==> src/rtl/pinball_pkg.sv <==
// Shared types for the pinball collision path: bounce source codes,
// hit-vector bit positions and the arbiter state encoding.
package pinball_pkg;

  typedef enum logic [2:0] {
    SRC_NONE    = 3'd0,
    SRC_FLIPPER = 3'd1,
    SRC_TOP     = 3'd2,
    SRC_LEFT    = 3'd3,
    SRC_RIGHT   = 3'd4
  } src_t;

  // hits[] layout: {bottom, right, left, top, flipper}
  localparam int HIT_FLIPPER = 0;
  localparam int HIT_TOP     = 1;
  localparam int HIT_LEFT    = 2;
  localparam int HIT_RIGHT   = 3;
  localparam int HIT_BOTTOM  = 4;
  localparam int HIT_W       = 5;

  typedef enum logic [1:0] {
    COLLECT = 2'd0,
    ISSUE   = 2'd1,
    HOLDOFF = 2'd2
  } arb_state_t;

  // Decision for one frame: a bounce source, or ball loss
  typedef struct packed {
    src_t src;
    logic lost;
  } prio_t;

endpackage

==> src/rtl/collision_prio_enc.sv <==
// Combinational frame decision: bottom contact means ball loss and masks
// everything else; otherwise the highest-priority bounce source wins.
module collision_prio_enc
  import pinball_pkg::*;
(
  input  logic [HIT_W-1:0] hits,
  output prio_t            res
);

  // Fixed priority: bottom > flipper > top > left > right
  always_comb begin
    res = '{src: SRC_NONE, lost: 1'b0};
    if (hits[HIT_BOTTOM])       res.lost = 1'b1;
    else if (hits[HIT_FLIPPER]) res.src  = SRC_FLIPPER;
    else if (hits[HIT_TOP])     res.src  = SRC_TOP;
    else if (hits[HIT_LEFT])    res.src  = SRC_LEFT;
    else if (hits[HIT_RIGHT])   res.src  = SRC_RIGHT;
  end

endmodule

==> src/rtl/collision_arbiter.sv <==
// Collects per-pixel smiley collision strobes over a frame, issues at most
// one bounce per frame over valid/ready, and holds off for a number of
// frames afterwards so a single contact is never bounced twice.
module collision_arbiter
  import pinball_pkg::*;
#(
  parameter int COOLDOWN_FRAMES = 2,
  parameter int CNT_W           = 4
) (
  input  logic             clk,
  input  logic             reset,
  input  logic             pause,
  input  logic             startOfFrame,
  input  logic             collisionSmileyBorderTop,
  input  logic             collisionSmileyBorderLeft,
  input  logic             collisionSmileyBorderRight,
  input  logic             collisionSmileyFlipper,
  input  logic             collisionSmileyBorderBottom,
  output logic             bounce_valid,
  input  logic             bounce_ready,
  output src_t             bounce_src,
  output logic             ball_lost,
  output logic [HIT_W-1:0] pending_mask,
  output logic             busy
);

  localparam logic [CNT_W-1:0] CNT_LOAD = CNT_W'(COOLDOWN_FRAMES);

  arb_state_t       state;
  logic [HIT_W-1:0] hits;
  logic [CNT_W-1:0] cnt;
  logic [HIT_W-1:0] strobes;
  prio_t            dec;

  assign strobes = {collisionSmileyBorderBottom, collisionSmileyBorderRight,
                    collisionSmileyBorderLeft, collisionSmileyBorderTop,
                    collisionSmileyFlipper};

  // Decision is taken on the frame's accumulated hits at the SOF edge,
  // so the result is registered in the same cycle for T+1 latency.
  collision_prio_enc u_prio (
    .hits (hits),
    .res  (dec)
  );

  // FSM, hit accumulator, hold-off counter and all output registers
  always_ff @(posedge clk) begin
    if (reset || pause) begin
      state        <= COLLECT;
      hits         <= '0;
      cnt          <= '0;
      bounce_valid <= 1'b0;
      bounce_src   <= SRC_NONE;
      ball_lost    <= 1'b0;
      pending_mask <= '0;
      busy         <= 1'b0;
    end else begin
      pending_mask <= hits;
      ball_lost    <= 1'b0;
      case (state)
        COLLECT: begin
          if (startOfFrame) begin
            if (dec.lost) begin
              ball_lost <= 1'b1;
              cnt       <= CNT_LOAD;
              hits      <= '0;
              state     <= HOLDOFF;
              busy      <= 1'b1;
            end else if (dec.src != SRC_NONE) begin
              bounce_valid <= 1'b1;
              bounce_src   <= dec.src;
              hits         <= '0;
              state        <= ISSUE;
              busy         <= 1'b1;
            end else begin
              // Strobe on the SOF cycle opens the new frame
              hits <= strobes;
            end
          end else begin
            hits <= hits | strobes;
          end
        end
        ISSUE: begin
          // Strobes and SOF are ignored; wait indefinitely for the taker
          if (bounce_ready) begin
            bounce_valid <= 1'b0;
            bounce_src   <= SRC_NONE;
            cnt          <= CNT_LOAD;
            state        <= HOLDOFF;
          end
        end
        HOLDOFF: begin
          hits <= '0;
          if (cnt == '0) begin
            state <= COLLECT;
            busy  <= 1'b0;
          end else if (startOfFrame) begin
            cnt <= cnt - CNT_W'(1);
          end
        end
        default: begin
          state <= COLLECT;
          busy  <= 1'b0;
        end
      endcase
    end
  end

endmodule

==> config.mk <==
export PLATFORM = sky130hd
export DESIGN_NAME = collision_arbiter
export DESIGN_NICKNAME = d
export VERILOG_FILES = /design/src/rtl/pinball_pkg.sv /design/src/rtl/collision_prio_enc.sv /design/src/rtl/collision_arbiter.sv
export SDC_FILE = /design/constraint.sdc
export NUM_CORES = 1
export LEC_CHECK = 0
export ABC_AREA = 0
export CAP_MARGIN = 20
export CORE_ASPECT_RATIO = 1.2
export CORE_MARGIN = 5
export CORE_UTILIZATION = 52
export CTS_CLUSTER_SIZE = 20
export DETAILED_ROUTE_END_ITERATION = 8
export GPL_ROUTABILITY_DRIVEN = 0
export PLACE_DENSITY = 0.9
export RECOVER_POWER = 25
export SETUP_SLACK_MARGIN = 0.2
export SLEW_MARGIN = 10
export SYNTH_ARGS = -nofsm -noshare
export SYNTH_HDL_FRONTEND = slang
export SYNTH_HIERARCHICAL = 1
export SYNTH_SLANG_ARGS = --single-unit
==> constraint.sdc <==
create_clock -name clk -period 3 [get_ports clk]
set_input_delay 0.6 -clock clk [delete_from_list [all_inputs] [get_ports clk]]
set_output_delay 0.6 -clock clk [all_outputs]
set_load 0.005 [all_outputs]
# After elaboration in Yosys (flattened, before gate mapping)
# Cells that the tools add are included.
[op_classes] mux=37 n_reduce_logical=12 eq_ne=11 add_sub_neg=1 bitwise=4
[ops] cell="3-bit 2-to-1 mux" count=9
[ops] cell="4-bit 2-to-1 mux" count=5
[ops] cell="2-bit != test, second input constant" count=8
[ops] cell="5-bit 2-to-1 mux" count=3
[ops] cell="4-bit case mux with 3 select lines" count=1
[ops] cell="2-bit 2-to-1 mux" count=5
[ops] cell="5-bit case mux with 2 select lines" count=1
[ops] cell="1-bit 2-to-1 mux" count=9
[ops] cell="4-bit AND reduction" count=2
[ops] cell="2-bit case mux with 3 select lines" count=1
[ops] cell="3-bit case mux with 2 select lines" count=1
[ops] cell="6-bit AND reduction" count=1
[ops] cell="3-bit nonzero test" count=2
[ops] cell="5-bit bitwise OR" count=1
[ops] cell="5-bit AND reduction" count=1
[ops] cell="4-bit zero test" count=1
[ops] cell="2-bit nonzero test" count=2
[ops] cell="4-bit by 1-bit subtractor with 4-bit output, second input constant" count=1
[ops] cell="3-bit != test, second input constant" count=1
[ops] cell="1-bit NOT" count=3
[ops] cell="1-bit case mux with 3 select lines" count=1
[ops] cell="3-bit OR reduction" count=1
[ops] cell="2-bit by 1-bit equality test with 1-bit output, second input constant" count=1
[ops] cell="2-bit equality test, second input constant" count=1
[ops] cell="other kinds (3)" count=3
[word_totals] register_bits=22 out_inout_bits=11 elab_cells=73

# Depth between registers and ports, before layout
# Gate-level depths: netlist (run 1).
[logic_depth] ltp_word=10 depth_mapped=6

# By module
# The synthesis (run 1) kept the hierarchy.
[by_module_without_submodules] module="collision_arbiter" instances=1 area_per_inst_um2=924.6 cells_per_inst=88 seq_area_each_um2=440.4
[by_module_without_submodules] module="collision_prio_enc" instances=1 area_per_inst_um2=41.3 cells_per_inst=8 seq_area_each_um2=0.0

# Worst setup path after synthesis (run 1)
# No wires, ideal clock.
[synth_timing] kind="input port to flip-flop" from="input pause" to="register cnt[0]" path_buffers=1 slack_ns=1.394 stages=4 arrival_time_ns=1.519 setup_time_ns=0.087 required_time_ns=2.913 cell_sequence="or2_1 -> buf_2 -> or4_1 -> o31ai_1"
[synth_between] elab_chain_cells=1
[synth_lines] element="from (decl)" line_no="collision_arbiter.sv:12" source="input logic pause,"
[synth_lines] element="1-bit logical OR" line_no="collision_arbiter.sv:48" source="if (reset || pause) begin"
[synth_lines] element="to (signal assigned)" line_no="collision_arbiter.sv:98" source="cnt <= cnt - CNT_W'(1);"
[synth_lines] element="to (decl)" line_no="collision_arbiter.sv:31" source="logic [CNT_W-1:0] cnt;"
# No other way between the ends.
# A chain may end at the register's enable or synchronous reset.

# Final worst setup path (run 1)
[layout_timing] from="input startOfFrame" to="register cnt[3]"
[layout_between] elab_chain_cells=2
[layout_lines] element="from (decl)" line_no="collision_arbiter.sv:13" source="input logic startOfFrame,"
[layout_lines] element="2-bit != test (no source line)"
[layout_lines] element="6-bit AND reduction (no source line) *"
# Every way passes the cells marked *; elsewhere a longest branch is shown, timed or not.

==> flow_summary.rst, run 1 <==
.. list-table::
   :header-rows: 1

   * - Metric
     - Value
   * - Total congestion overflow
     - 0
   * - Synth Net Count
     - about 110
   * - Post-layout min period
     - about 1900 ps
   * - Total power per unit cell area
     - around 450 mW/mm^2
   * - Cell with the most instances after synthesis
     - sky130_fd_sc_hd__dfxtp_1
   * - Fraction of registers with async set/reset
     - 0%
   * - Final count of negative-setup-slack endpoints
     - 0
   * - TritonCTS clock tree
     - built
   * - Worst path max stage delay
     - roughly 740 ps
   * - Clock-pin transition on the worst setup and hold timing paths
     - 120 ps
   * - Kind of end point of the critical path
     - flop
   * - Post-synthesis instance area
     - roughly 970 sq um
   * - Total setup buffers inserted after CTS
     - 0
   * - Critical path, cell by cell
     - dlygate4sd3_1 > nand3b_4 > or4_1 > a31oi_1
   * - Layout Skew
     - just under 6 ps
   * - Unrepaired setup endpoints after global routing
     - no
   * - Adder-cell share of the synthesized area
     - 2.591%
   * - Global-route wire length before repair
     - about 3700 um
   * - Number of I/O pins
     - 21
   * - Final standard cell count with taps included and fillers excluded
     - 134
   * - WL final
     - ~2000 um
   * - Required time of the critical path
     - 3230 ps
   * - Starting utilization of the core area
     - between 50 and 60%
   * - CP Buf/Inv Count
     - 1
   * - Post-DP HPWL
     - 1578 um
   * - Post-route clock period utilization
     - 63.90%
   * - Proportion of netlist area held by the largest area contributor
     - a little under half
   * - Number of max-slew violations in the final report
     - 0
   * - Worst setup path category
     - input port to flop
   * - Number of instances in the synthesized netlist
     - between 90 and 100
   * - Y dimension of the die
     - 57.22 um
   * - CORE AREA
     - 0.001808 sq mm
   * - Total vias in the final route
     - 788
   * - Starting DRT DRC Count
     - 15
   * - Library cell used as clock root buffer
     - sky130_fd_sc_hd__clkbuf_4
   * - Cell type of the slowest stage on the worst timing path
     - sky130_fd_sc_hd__dlygate4sd3_1
   * - Leakage power
     - ~0.44 nW
   * - Mean instance size in the synthesized netlist
     - ~10 sq um
   * - Arrival time at the worst endpoint
     - ~2200 ps
   * - Achievable clock frequency
     - around 520 MHz
   * - Dpl cells
     - 130
   * - Most instantiated flip-flop cell in the synthesis netlist
     - sky130_fd_sc_hd__dfxtp_1
   * - Setup TNS
     - 0 ps
   * - Number of sinks on the clock net
     - 22
   * - Tot GR Track Use
     - 16.32%
   * - Number of iterations in the first detailed-routing pass
     - 4
   * - CTS hold repair buffers
     - 0
   * - Number of buffers between clock root and the deepest sink
     - 2
   * - Main combinational cell family by area after synthesis
     - simple AND/OR/NAND/NOR gates
   * - Top post-synthesis cells by count
     - sky130_fd_sc_hd__dfxtp_1 (22), sky130_fd_sc_hd__and2_1 (7), sky130_fd_sc_hd__a22o_1 (5), sky130_fd_sc_hd__nand2_1 (5), sky130_fd_sc_hd__nor2_1 (5)
   * - Flop and latch count out of synthesis
     - 22
   * - Die Footprint
     - roughly 0.0028 sq mm
   * - Area added between synthesis and finish
     - 24.22%
   * - Number of gates given a new drive strength after cts
     - 0
   * - Number of enable flip-flop cells after synthesis
     - 0
   * - Highest ir drop seen on vdd
     - slightly below 0.4 mV
   * - Pin count of the biggest net entering global routing
     - 15
   * - Number of vias per cell
     - 5.881
   * - Horizontal die dimension
     - 49.35 um
   * - Std-Cell Rows
     - 17
   * - Multi-input logic area
     - 488.0 sq um
   * - Xor and xnor fraction of the mapped netlist area
     - 0%
   * - Filler Cells Inserted
     - 146
   * - Antenna Diode Count
     - 0
   * - Simple-gate share of the synthesized area
     - ~28%
   * - Class of the most critical hold timing path
     - flop to flop
   * - Register area
     - between 400 and 500 sq um
   * - Worst-path maximum fanout
     - 7
   * - Number of nets with antenna violations after detailed routing
     - 0
   * - Sort of element at the start of the critical path
     - input port
   * - Worst slew margin relative to its limit
     - approximately 53%
   * - Vias in the first global route
     - roughly 860
   * - Count of yosys warnings during synthesis
     - 6
   * - Outcome
     - completed
   * - Final Hold Slack
     - slightly below 500 ps
   * - Later-pin clock latency in the skew report
     - 300 ps
   * - Antenna violations before repair
     - 0
   * - Max-cap viol count
     - 0
   * - Fraction of final layout cells sized beyond drive strength 1
     - 5.217%
   * - DRC
     - 0
   * - Final hold violations
     - 0
   * - Share of the synthesized area in compound gates (AO/OA/AOI/OAI)
     - about 16%
   * - Final core utilization
     - roughly two thirds
   * - Net count reported at finish
     - ~130
   * - Post-synthesis cell type with the largest combined area
     - sky130_fd_sc_hd__dfxtp_1
   * - Multiplexer share of the synthesized area
     - approximately 3.1%
   * - Number of buffers inserted by port buffering
     - 20
   * - Routed length per instance
     - approximately 15 um
   * - Clock buffers created by TritonCTS
     - 3
   * - Top area cells in the synthesized netlist
     - sky130_fd_sc_hd__dfxtp_1 (46%), sky130_fd_sc_hd__a22o_1 (4.5%), sky130_fd_sc_hd__and2_1 (4.5%)
   * - Seq/Total Area, Yosys
     - 45.60%
   * - Count of cell types in the netlist
     - 36
   * - Kind of cell with the highest combined delay on the critical path
     - buffers and inverters
   * - H-tree depth
     - 1
   * - Transition time at the pin with the least slew margin
     - 700.5 ps
==> cell type report <==
cell class,count,share of cell area [%]
sequential,22,36.70
clock buffer,4,3.024
inverter,3,0.9385
timing repair buffer,20,16.68
multi-input combinational,66,40.67
tap,19,1.981
==> report_power, final <==
group / total (W) / internal, W / switching, W
Clock: 0.000160 / 0.0000739 / 0.0000862
Combinational: 0.0000681 / 0.0000370 / 0.0000311
Sequential: 0.000310 / 0.000301 / 0.00000875
Total: 0.000538 / 0.000412 / 0.000126
==> worst register-to-register path, stage by stage, from the launching register on <==
cell                      delay [ps]
sky130_fd_sc_hd__dfxtp_1         440
sky130_fd_sc_hd__nor2_1           70
sky130_fd_sc_hd__and3_1          210
sky130_fd_sc_hd__o41a_1          370
sky130_fd_sc_hd__nor4_4          280
sky130_fd_sc_hd__a22o_1          210
==> cell families after synthesis <==
group                      after synthesis
AOI/OAI and AO/OA                       20
muxes                                    3
DFF                                     22
buffers and inverters                    8
adders and majority gates                2
and+or+nand+nor                         41
==> path summary, 6_finish.rpt <==
path,from,to,slack [ps],depth (start not counted)
setup reg to reg,hits[4],hits[1],1360,5
hold / removal,bounce_src[1],bounce_src[1],490,2
hold reg to reg,bounce_src[1],bounce_src[1],490,2
setup / recovery,startOfFrame,cnt[3],1080,4
==> per-stage QoR <==
stage / worst slack, ps / area, sq um / total power, W
after floorplan: 1394 / 965.9 / 0.0003574
after global placement: 921.6 / 1164 / 0.0003816
after detailed placement: 848.4 / 1164 / 0.0003850
after CTS: 1151 / 1200 / 0.0005450
after global routing: 1028 / 1200 / 0.0005665
final: 1083 / 1200 / 0.0005382
==> flip-flops by register name, indices dropped and copies added (netlist names) <==
name / cells
bounce_valid: 1
ball_lost: 1
pending_mask: 5
cnt: 4
hits: 5
busy: 1
bounce_src: 3
state: 2
==> routing by layer <==
metal | up-vias | part of all wire (%) | GRT usage (%)
met2 | 21 | 54 | 28.55
met3 | 4 | 4.1 | 4.178
met1 | 374 | 41 | 18.48
li1 | 389 | - | -
met5 | - | 0 | 0
met4 | 0 | 1.1 | 6.923
==> placed cells by master (no fill, tap or decap), types with 2 or more instances in the layout <==
cell type	netlist	final
sky130_fd_sc_hd__a31oi_1	3	3
sky130_fd_sc_hd__or4_1	2	2
sky130_fd_sc_hd__nor3b_1	2	2
sky130_fd_sc_hd__nor2_1	5	5
sky130_fd_sc_hd__and2_1	7	4
sky130_fd_sc_hd__nand2_1	5	5
sky130_fd_sc_hd__ha_1	2	2
sky130_fd_sc_hd__nand3b_1	2	2
sky130_fd_sc_hd__and2_0	0	3
sky130_fd_sc_hd__a41oi_1	2	2
sky130_fd_sc_hd__clkbuf_4	0	3
sky130_fd_sc_hd__nor3_1	2	2
sky130_fd_sc_hd__clkdlybuf4s50_1	0	19
sky130_fd_sc_hd__a22o_1	5	5
sky130_fd_sc_hd__mux2i_1	3	3
sky130_fd_sc_hd__o21a_1	3	3
sky130_fd_sc_hd__inv_1	3	3
sky130_fd_sc_hd__nand2b_1	3	3
sky130_fd_sc_hd__nand3_1	4	4
sky130_fd_sc_hd__dfxtp_1	22	22
(Power assumes the default switching activity.)
==> run 2, diff against run 1 <==
- CORE_UTILIZATION: 52 -> 43
- PLACE_DENSITY: 0.9 -> 0.8
- clock period: 3 -> 1.6 ns (I/O delays scaled with it)
==> flow_summary.rst, run 2 (synthesis results as in run 1) <==
.. list-table::
   :header-rows: 1

   * - Metric
     - Value
   * - Die Footprint
     - 0.003298 sq mm (was 0.002823 sq mm)
   * - Hold path cells
     - 2 (unchanged)
   * - Number of nets with antenna violations after detailed routing
     - 0 (unchanged)
   * - CORE AREA
     - 0.002095 sq mm (was 0.001808 sq mm)
   * - Worst Hold Launch
     - bounce_src[2] (was bounce_src[1])
   * - Pin count of the biggest net entering global routing
     - 14 (was 15)
   * - Vias in the first global route
     - 799 (was 856)
   * - Reg-to-reg critical path startpoint
     - hits[1] (was hits[4])
   * - Total congestion overflow
     - 0 (unchanged)
   * - CTS hold repair buffers
     - 0 (unchanged)
   * - Number of I/O pins
     - 21 (unchanged)
   * - Y dimension of the die
     - 61.92 um (was 57.22 um)
   * - Number of buffers between clock root and the deepest sink
     - 2 (unchanged)
   * - Clock-pin transition on the worst setup and hold timing paths
     - 120 ps (about the same)
   * - Transition time at the pin with the least slew margin
     - 394.1 ps (was 700.5 ps)
   * - TritonCTS clock tree
     - built (unchanged)
   * - Number of max-slew violations in the final report
     - 0 (unchanged)
   * - Post-DP HPWL
     - 1619 um (was 1578 um)
   * - Antenna violations before repair
     - 0 (unchanged)
   * - Kind of end point of the critical path
     - flop (unchanged)
   * - Met3 routed wirelength
     - 94 um (was 83 um)
   * - Max Used Layer
     - met4 (unchanged)
   * - Hold worst-path end
     - bounce_src[2] (was bounce_src[1])
   * - Final count of negative-setup-slack endpoints
     - 0 (unchanged)
   * - Final hold violations
     - 0 (unchanged)
   * - Layout Skew
     - 7.609 ps (was 5.830 ps)
   * - Dpl cells
     - 149 (was 130)
   * - Met2 wire len
     - 1165 um (was 1086 um)
   * - Most used cells in the layout excluding fill and tap cells
     - sky130_fd_sc_hd__buf_4 (12), sky130_fd_sc_hd__dlygate4sd2_1 (11), sky130_fd_sc_hd__dfxtp_2 (10) (was sky130_fd_sc_hd__dfxtp_1 (22), sky130_fd_sc_hd__clkdlybuf4s50_1 (19), sky130_fd_sc_hd__nand2_1 (5), sky130_fd_sc_hd__nor2_1 (5), sky130_fd_sc_hd__a22o_1 (5))
   * - Required time of the critical path
     - 1860 ps (was 3230 ps)
   * - Horizontal die dimension
     - 53.27 um (was 49.35 um)
   * - DRC
     - 0 (unchanged)
   * - Register-to-Register Setup Slack
     - 40 ps (was 1360 ps)
   * - Achievable clock frequency
     - 640.5 MHz
   * - Total power per unit cell area
     - 834.7 mW/mm^2 (was 448.5 mW/mm^2)
   * - H-tree depth
     - 1 (unchanged)
   * - Cell area after placement
     - 0.001251 sq mm (was 0.001164 sq mm)
   * - Final core utilization
     - 67.03% (was 66.37%)
   * - Clock buffers created by TritonCTS
     - 3 (unchanged)
   * - Number of vias per cell
     - 5.248 (was 5.881)
   * - Starting utilization of the core area
     - 46.12% (was 53.43%)
   * - Total vias in the final route
     - 824 (was 788)
   * - Filler Cells Inserted
     - 171 (was 146)
   * - Max-cap viol count
     - 0 (unchanged)
   * - Fraction of final layout cells sized beyond drive strength 1
     - 35.43% (was 5.217%)
   * - Worst path max stage delay
     - 460 ps (was 740 ps)
   * - Kind of cell with the highest combined delay on the critical path
     - compound AO/OA/AOI/OAI gates (was buffers and inverters)
   * - Leakage power
     - 0.5781 nW (was 0.4352 nW)
   * - Setup TNS
     - 0 ps (unchanged)
   * - Class of the most critical hold timing path
     - flop to flop (unchanged)
   * - Sort of element at the start of the critical path
     - flop (was input port)
   * - Unrepaired setup endpoints after global routing
     - yes (was no)
   * - Final instance area
     - 0.001404 sq mm (was 0.001200 sq mm)
   * - Most common cell after layout, fill and taps aside
     - sky130_fd_sc_hd__buf_4 (was sky130_fd_sc_hd__dfxtp_1)
   * - Final standard cell count with taps included and fillers excluded
     - 157 (was 134)
   * - Cell type of the slowest stage on the worst timing path
     - sky130_fd_sc_hd__o41a_1 (was sky130_fd_sc_hd__dlygate4sd3_1)
   * - Worst setup path category
     - flop to flop (was input port to flop)
   * - Library cell used as clock root buffer
     - sky130_fd_sc_hd__clkbuf_4 (unchanged)
   * - Number of sinks on the clock net
     - 22 (unchanged)
   * - Later-pin clock latency in the skew report
     - 310 ps (was 300 ps)
   * - Global-route wire length before repair
     - 3601 um (was 3677 um)
   * - Net count reported at finish
     - 140 (was 128)
   * - Critical path, cell by cell
     - nor2_4 > nor3_2 > o41a_1 > nor4_4 > a22o_1 (was dlygate4sd3_1 > nand3b_4 > or4_1 > a31oi_1)
   * - Std-Cell Rows
     - 18 (was 17)
   * - Highest ir drop seen on vdd
     - 0.7772 mV (was 0.3896 mV)
   * - RR Endpoint
     - hits[2] (was hits[1])
   * - Number of iterations in the first detailed-routing pass
     - 4 (unchanged)
   * - Area added between synthesis and finish
     - 45.34% (was 24.22%)
   * - Antenna Diode Count
     - 0 (unchanged)
   * - Leading registers by flop count
     - hits (5), pending_mask (5), cnt (4) (unchanged)
   * - Worst-path maximum fanout
     - 5 (was 7)
   * - Outcome
     - completed (unchanged)
   * - Number of buffers inserted by port buffering
     - 20 (unchanged)
   * - WL final
     - 2309 um (was 2024 um)
   * - Post-route clock period utilization
     - a little over nine tenths
   * - Starting DRT DRC Count
     - 16 (was 15)
   * - Routed length per instance
     - 14.71 um (was 15.10 um)
   * - Path depth of the worst reg2reg path
     - 5 (unchanged)
   * - Post-layout min period
     - between 1500 and 2000 ps
   * - Post-route met1 wirelength
     - 991 um (was 831 um)
   * - CP Buf/Inv Count
     - 0 (was 1)
   * - Arrival time at the worst endpoint
     - 1820 ps (was 2150 ps)
   * - Tot GR Track Use
     - 14.88% (was 16.32%)
   * - Worst slew margin relative to its limit
     - 73.67% (was 53.13%)
-- run 2: metal layers --
metal	vias to the layer above	GRT usage, %
met4	0	6.569
met2	24	24.17
met5	-	0
met1	382	18.85
li1	411	-
met3	7	3.341
-- run 2: repair_timing --
action / 4_1_cts / 5_1_grt
setup endpoints to repair: 25 / 15
setup buffers: 4 / 0
resized for setup: 30 / 10
pin swaps: 6 / 6
-- run 2: power by group --
| part | internal [W] | leakage, nW | switching [W] |
|---|---|---|---|
| logic | 0.0000952 | 0.365 | 0.0000705 |
| registers | 0.000564 | 0.185 | 0.0000201 |
| clock network | 0.000253 | 0.0279 | 0.000168 |
-- run 2: final cells by class --
class,count,area (sq um),area share (%)
Tap cell,30,37.54,2.674
Clock inverter,1,30.03,2.139
Timing Repair Buffer,32,279.0,19.88
Clock buffer,3,22.52,1.604
Inverter,3,11.26,0.8021
Multi-Input combinational cell,66,559.3,39.84
Sequential cell,22,464.2,33.07
-- run 2: worst max-delay path by stage --
stage / start / endpoint / slack (ps) / cells after the start
floorplan: cnt[0] / cnt[3] / 200 / 5
global placement: startOfFrame / cnt[2] / -80 / 5
detailed placement: startOfFrame / bounce_src[1] / -140 / 4
CTS: hits[4] / hits[2] / 50 / 5
global route: hits[1] / hits[1] / -50 / 5
finish: hits[1] / hits[2] / 40 / 5
-- run 2: metrics by stage --
step / worst slack (ps) / hold WS, ps / total power [W]
finish: 38.71 / 484.6 / 0.001172
global route: -48.05 / 507.1 / 0.001219
CTS: 54.69 / 485.3 / 0.001160
detailed placement: -139.5 / 461.1 / 0.0007359
global placement: -76.83 / 452.7 / 0.0007287
floorplan: 200.0 / 442.7 / 0.0006710
-- run 2: worst register-to-register path: cells and delay by family (launching register included) --
kind	cells	cell delay (ps)
AO/OA/AOI/OAI	2	670
AND/OR/NAND/NOR	3	460
flip-flops	1	380
